<file path="src/rtl/demapping_i_if.sv">
// demapping_i_if: sample-in / bit-and-word-out bundle between the RX front end, demapper and frame writer.
// Signals: demap_en, sample_in, sample_valid, sym_start (to demapper); bit_out, bit_valid, data_out,
//   data_valid, sync_err (from demapper); soft_out added when DEMAP_SOFT_OUT_EN is defined.
interface demapping_i_if #(
  parameter int WORD_W = 16
`ifdef DEMAP_SOFT_OUT_EN
  , parameter int ACC_W = 35
`endif
);
  logic demap_en;
  logic signed [15:0] sample_in;
  logic sample_valid;
  logic sym_start;
  logic bit_out;
  logic bit_valid;
  logic [WORD_W-1:0] data_out;
  logic data_valid;
  logic sync_err;
`ifdef DEMAP_SOFT_OUT_EN
  logic signed [ACC_W-1:0] soft_out;
  modport master (output demap_en, sample_in, sample_valid, sym_start,
                  input bit_out, bit_valid, data_out, data_valid, sync_err, soft_out);
  modport slave (input demap_en, sample_in, sample_valid, sym_start,
                 output bit_out, bit_valid, data_out, data_valid, sync_err, soft_out);
`else
  modport master (output demap_en, sample_in, sample_valid, sym_start,
                  input bit_out, bit_valid, data_out, data_valid, sync_err);
  modport slave (input demap_en, sample_in, sample_valid, sym_start,
                 output bit_out, bit_valid, data_out, data_valid, sync_err);
`endif
endinterface

</file>
<file path="src/rtl/demapping_i.sv">
// demapping_i: correlates SPB samples per symbol with a cos reference, decides each bit by sign, packs LSB-first words.
// Ports: clk, reset (sync, active-high); dm (demapping_i_if.slave) carries the sample input and bit/word/sync_err outputs.
// DEMAP_SOFT_OUT_EN: when defined, dm.soft_out presents the final correlation of each decided bit.
module demapping_i #(
  parameter int SPB = 8,
  parameter int ACC_W = 35,
  parameter int WORD_W = 16
) (
  input logic clk,
  input logic reset,
  demapping_i_if.slave dm
);
  localparam int SW = $clog2(SPB);
  localparam int BW = $clog2(WORD_W);
  localparam logic signed [15:0] COS_LUT [SPB] = '{16'sd16384, 16'sd11585, 16'sd0, -16'sd11585,
                                                  -16'sd16384, -16'sd11585, 16'sd0, 16'sd11585};
  typedef enum logic [1:0] {IDLE, ACCUM, DECIDE} state_t;
  state_t state_q, state_d;
  logic [SW-1:0] smp_cnt_q, smp_cnt_d, idx;
  logic [BW-1:0] bit_cnt_q, bit_cnt_d;
  logic [ACC_W-1:0] acc_q, acc_d, acc_sum, prod_ext;
  logic signed [31:0] prod;
  logic [WORD_W-1:0] word_q, word_d, data_q, data_d;
  logic bit_q, bit_d, bv_q, bv_d, dv_q, dv_d, se_q, se_d;
  logic take, resync, last;
`ifdef DEMAP_SOFT_OUT_EN
  logic [ACC_W-1:0] soft_q, soft_d;
`endif
  // A sym_start sample is always index 0 and restarts the correlation from zero.
  assign idx = dm.sym_start ? '0 : smp_cnt_q;
  assign prod = $signed(dm.sample_in) * COS_LUT[idx];
  assign prod_ext = {{(ACC_W-32){prod[31]}}, prod};
  assign acc_sum = (dm.sym_start ? '0 : acc_q) + prod_ext;
  assign take = dm.sample_valid && (state_q != IDLE || dm.sym_start);
  assign resync = dm.sym_start && state_q == ACCUM && smp_cnt_q != '0;
  assign last = !dm.sym_start && smp_cnt_q == SW'(SPB-1);
  always_comb begin
    state_d = state_q;
    smp_cnt_d = smp_cnt_q;
    bit_cnt_d = bit_cnt_q;
    acc_d = acc_q;
    word_d = word_q;
    data_d = data_q;
    bit_d = bit_q;
    bv_d = 1'b0;
    dv_d = 1'b0;
    se_d = 1'b0;
`ifdef DEMAP_SOFT_OUT_EN
    soft_d = soft_q;
`endif
    if (take) begin
      state_d = ACCUM;
      acc_d = acc_sum;
      smp_cnt_d = dm.sym_start ? SW'(1) : smp_cnt_q + SW'(1);
      se_d = resync;
      if (last) begin
        state_d = DECIDE;
        acc_d = '0;
        smp_cnt_d = '0;
        bit_d = ~acc_sum[ACC_W-1];
        bv_d = 1'b1;
        word_d[bit_cnt_q] = bit_d;
        bit_cnt_d = bit_cnt_q + BW'(1);
        dv_d = bit_cnt_q == BW'(WORD_W-1);
        data_d = dv_d ? word_d : data_q;
`ifdef DEMAP_SOFT_OUT_EN
        soft_d = acc_sum;
`endif
      end
    end else if (state_q == DECIDE) begin
      state_d = ACCUM;
    end
  end
  always_ff @(posedge clk) begin
    if (reset || !dm.demap_en) begin
      state_q <= IDLE;
      smp_cnt_q <= '0;
      bit_cnt_q <= '0;
      acc_q <= '0;
      word_q <= '0;
      data_q <= '0;
      bit_q <= 1'b0;
      bv_q <= 1'b0;
      dv_q <= 1'b0;
      se_q <= 1'b0;
`ifdef DEMAP_SOFT_OUT_EN
      soft_q <= '0;
`endif
    end else begin
      state_q <= state_d;
      smp_cnt_q <= smp_cnt_d;
      bit_cnt_q <= bit_cnt_d;
      acc_q <= acc_d;
      word_q <= word_d;
      data_q <= data_d;
      bit_q <= bit_d;
      bv_q <= bv_d;
      dv_q <= dv_d;
      se_q <= se_d;
`ifdef DEMAP_SOFT_OUT_EN
      soft_q <= soft_d;
`endif
    end
  end
  assign dm.bit_out = bit_q;
  assign dm.bit_valid = bv_q;
  assign dm.data_out = data_q;
  assign dm.data_valid = dv_q;
  assign dm.sync_err = se_q;
`ifdef DEMAP_SOFT_OUT_EN
  assign dm.soft_out = soft_q;
`endif
endmodule

</file>
<file path="src/flat_wrapper.sv">
// flat-port wrapper written by rule: the top's interface ports become plain ports
module demapping_i_flat 
#(
  parameter int SPB = 8,
  parameter int ACC_W = 35,
  parameter int WORD_W = 16
)
  (clk, reset, dm_demap_en, dm_sample_in, dm_sample_valid, dm_sym_start, dm_bit_out, dm_bit_valid, dm_data_out, dm_data_valid, dm_sync_err);
  demapping_i_if #(.WORD_W(WORD_W)) dm_i ();
  input logic clk;
  input logic reset;
  input wire logic [$bits(dm_i.demap_en)-1:0] dm_demap_en;
  input wire logic [$bits(dm_i.sample_in)-1:0] dm_sample_in;
  input wire logic [$bits(dm_i.sample_valid)-1:0] dm_sample_valid;
  input wire logic [$bits(dm_i.sym_start)-1:0] dm_sym_start;
  output wire logic [$bits(dm_i.bit_out)-1:0] dm_bit_out;
  output wire logic [$bits(dm_i.bit_valid)-1:0] dm_bit_valid;
  output wire logic [$bits(dm_i.data_out)-1:0] dm_data_out;
  output wire logic [$bits(dm_i.data_valid)-1:0] dm_data_valid;
  output wire logic [$bits(dm_i.sync_err)-1:0] dm_sync_err;
  assign dm_i.demap_en = dm_demap_en;
  assign dm_i.sample_in = dm_sample_in;
  assign dm_i.sample_valid = dm_sample_valid;
  assign dm_i.sym_start = dm_sym_start;
  assign dm_bit_out = dm_i.bit_out;
  assign dm_bit_valid = dm_i.bit_valid;
  assign dm_data_out = dm_i.data_out;
  assign dm_data_valid = dm_i.data_valid;
  assign dm_sync_err = dm_i.sync_err;
  demapping_i #(.SPB(SPB), .ACC_W(ACC_W), .WORD_W(WORD_W)) u_core (.clk(clk), .reset(reset), .dm(dm_i));
endmodule
</file>
<file path="config.mk">
export PLATFORM = sky130hd
export DESIGN_NAME = demapping_i_flat
export DESIGN_NICKNAME = d
export VERILOG_FILES = /design/src/rtl/demapping_i_if.sv /design/src/rtl/demapping_i.sv /design/src/flat_wrapper.sv
export SDC_FILE = /design/constraint.sdc
export NUM_CORES = 1
export LEC_CHECK = 0
export ABC_CLOCK_PERIOD_IN_PS = 23400
export CAP_MARGIN = 40
export CELL_PAD_IN_SITES_DETAIL_PLACEMENT = 1
export CELL_PAD_IN_SITES_GLOBAL_PLACEMENT = 1
export CORE_MARGIN = 2
export CORE_UTILIZATION = 47
export DETAILED_ROUTE_END_ITERATION = 8
export PLACE_DENSITY_LB_ADDON = 0.1
export SETUP_SLACK_MARGIN = 0.05
export SLEW_MARGIN = 20
export SYNTH_ARGS = -nofsm -noshare
export SYNTH_HDL_FRONTEND = slang
export SYNTH_SLANG_ARGS = --single-unit
</file>
<file path="constraint.sdc">
create_clock -name clk -period 23.4 [get_ports clk]
set_input_delay 4.68 -clock clk [delete_from_list [all_inputs] [get_ports clk]]
set_output_delay 4.68 -clock clk [all_outputs]
set_load 0.1 [all_outputs]
</file>
==> flow_summary.toml <==
[clock_tree]
cts_resized = 0
insertion_delay_ns = 0.35
cts_root_buffer = "clkbuf_16"
clkTransAtPathRegs_ns = 0.07
cts_buffers = 9
h-tree-depth = 3
holdBufCountCts = 0
post_cts_buffers = 0
cts_tree = "built"
cts_sinks = 79
cts_buffer_depth = 2

[global_routing]
grt_max_degree = 69
overflow = 0
antenna_found_initial = 0
track_usage = 0.245
grt_pass1_vias = 11000
grt_pass1_wl_um = 58800

[power]
p_switching_uw = 157
seqPwrFrac = 0.313
clkPwrFrac = 0.324
p_int_uw = 282
swShare = 0.357
powerDensity_nw_per_um2 = 29.2
combinationalPowerShare = 0.362
leakage_nw = 7.70
vdd_ir_drop_max_mv = 0.0473

[timing]
period_needed_ns = 14.65
fin_skew_ns = 0.00871
worst_pin_slew_ns = 0.837
hold_slack_ns = 0.455
max_freq_mhz = 68.3
fin_crit_sh = 0.626
setup_viol = 0
relSlewSlack = 0.437
rsz0062_at_grt = "false"
slew_violations = 0
tns_ns = 0
hold_violations = 0

[route]
drtIter0Drc = 360
num_vias = 10200
ant_nets = 0
firstDrtPassIters = 4
viasPerCell = 5.35
wl_um = 35200
wl_per_cell_um = 18.5
drc_errors = 0

[synth]
synth.avg_cell_area_sq_um = 9.20
synth_flop_cell = "dfxtp_1"
synthArstFlopShare = 0
syn_inst = 1477
synth-warning-count = 0
syn_area_sq_um = 13600
yosysSeqAreaShare = 0.116
synth-edff-count = 0
synth_cell_types = 63
synth_seq_cells = 79
synth_fp_nets = 1870

[cells_and_area]
drive_gt1_frac = 0.0519
area_delta_synth_final_pct = 10.5
diodes = 0
fin_area_sq_um = 15000
multi_input_area_sq_um = 10800
fill_cells = 3321
final_nets = 1910
seqCellArea_sq_um = 1580

[setup_path]
startpoint_type = "primary input"
critPathCapture = "u_core.word_q[1]"
worst_path_max_delay_cell = "fa_1"
cp-end-kind = "flip-flop"
worst-r2r-setup-slack_ns = 13.10
crit_top_cell = "fa_1"
cp_num_buf_inv = 6
crit_type = "primary input to flip-flop"
required_ns = 23.66
crit_path_start = "dm_sym_start"
cpLargestDelayFamily = "adder cells"
ff2ff_path_depth = 35
r2r-end = "u_core.word_q[1]"
r2r_start = "u_core.smp_cnt_q[0]"
cp_num_cells = 36
crit_path_max_fanout = 45
worst_path_largest_cell_delay_ns = 0.59
arrival_ns = 14.91

[worst_hold_path]
min_path_cells = 2
hp-class = "flip-flop to flip-flop"

[placement]
place_area_sq_um = 14700
hpwl_um = 30000
io_buffers = 40
gp_congestion = 0.892

[floorplanning]
dieArea_sq_um = 30300
rows = 62
core_sq_um = 28600
initial_core_util = 0.475
ios = 41
die_w_um = 174
chipHeight_um = 174

[status]
status = "finished clean"

[job]
max-cap-violations = 0
## tightest hold or removal path: cells and delay by family (launching register included)
family / cells / cell delay (ns)
AO/OA/AOI/OAI: 1 / 0.05
AND/OR/NAND/NOR: 1 / 0.05
flip-flops: 1 / 0.31
## layout make-up
| cell class | instances | share of cell area |
|---|---|---|
| Multi-Input combinational cell | 1071 | 0.718 |
| Tap cell | 384 | 0.0320 |
| Timing Repair Buffer | 70 | 0.0535 |
| Sequential cell | 79 | 0.105 |
| Inverter | 286 | 0.0715 |
| Clock inverter | 4 | 0.00242 |
| Clock buffer | 12 | 0.0177 |
## layout by cell type, fill, tap and decap left out, types with 3 or more instances in the layout
master,instances
inv_1,286
fa_1,233
ha_1,139
nand2_1,100
dfxtp_1,79
a21oi_1,75
nor2_1,66
xnor2_1,57
nor2b_1,43
nand3_1,41
clkdlybuf4s50_1,39
and2_1,35
a21o_1,34
o21ai_0,31
xor2_1,23
nand2b_1,18
a22oi_1,18
buf_8,18
and3_1,12
a22o_1,12
o21a_1,10
nand4_1,10
o31ai_1,10
a31oi_1,9
nor3_1,9
clkbuf_16,9
buf_4,8
o21bai_1,7
o31ai_2,6
o31a_1,5
or2_2,5
or3_1,5
o21ai_2,4
a211o_1,4
a32oi_1,4
mux2_2,3
a211oi_1,3
o2111ai_1,3
nor4b_1,3
clkbuf_8,3
## worst min path at each step
stage | to | slack [ns] | from
after floorplan | u_core.acc_q[2] | 0.43 | u_core.acc_q[2]
after global placement | u_core.acc_q[2] | 0.44 | u_core.acc_q[2]
after detailed placement | u_core.dm.data_out[9] | 0.45 | u_core.dm.data_out[9]
after CTS | u_core.dm.data_out[9] | 0.46 | u_core.dm.data_out[9]
after global routing | u_core.dm.data_out[9] | 0.48 | u_core.word_q[9]
final | u_core.dm.data_out[9] | 0.46 | u_core.dm.data_out[9]
## cell usage after synthesis (35+ instances only)
cell	count	area (sq um)
a21oi_1	75	375
nand3_1	41	205
ha_1	139	1740
nand2_1	100	375
xnor2_1	57	499
nor2_1	68	255
inv_1	286	1070
and2_1	35	219
dfxtp_1	79	1580
nor2b_1	43	269
fa_1	233	4660
## power by group through the flow
stage	combinational (mW)	sequential (mW)	clock, mW
after floorplan	0.117	0.140	0
after global placement	0.157	0.140	0
after detailed placement	0.159	0.141	0
after CTS	0.161	0.137	0.146
after global routing	0.179	0.138	0.151
final	0.159	0.138	0.142
## kinds of logic (layout without fill, tap and decap cells)
group                      after synthesis  in the layout  synth area share
DFF                                     79             79             0.116
xor gates and xnor gates                83             83            0.0561
and+or+nand+nor                        360            360             0.133
buffers and inverters                  327            372            0.0921
AOI/OAI and AO/OA                      251            251             0.127
adders and majority gates              372            372             0.471
muxes                                    5              5           0.00423
## metrics by stage
| stage | total power, mW | instances | utilization | setup slack, ns |
|---|---|---|---|---|
| final | 0.439 | 1906 | 0.525 | 8.75 |
| after global placement | 0.298 | 1868 | 0.502 | 8.24 |
| after detailed placement | 0.300 | 1890 | 0.514 | 8.32 |
| after CTS | 0.444 | 1906 | 0.525 | 8.66 |
| after floorplan | 0.258 | 1477 | - | 9.62 |
| after global routing | 0.468 | 1906 | 0.525 | 7.88 |
## state kept, by name, summed over array words and instances, names as in the netlist, 2 cells and up
register            flops
u_core.acc_q           35
u_core.bit_cnt_q        4
u_core.dm.data_out     16
u_core.smp_cnt_q        3
u_core.state_q          2
u_core.word_q          15
## per-layer routing
layer / routed length, um / share of wire / GRT usage / vias to the layer above
met5: 0 / 0 / 0 / -
met4: 617 / 0.018 / 0.0392 / 0
met3: 1340 / 0.038 / 0.0413 / 29
met2: 17100 / 0.49 / 0.413 / 145
met1: 16100 / 0.46 / 0.339 / 5211
li1: - / - / - / 4807
(Power assumes the default switching activity.)
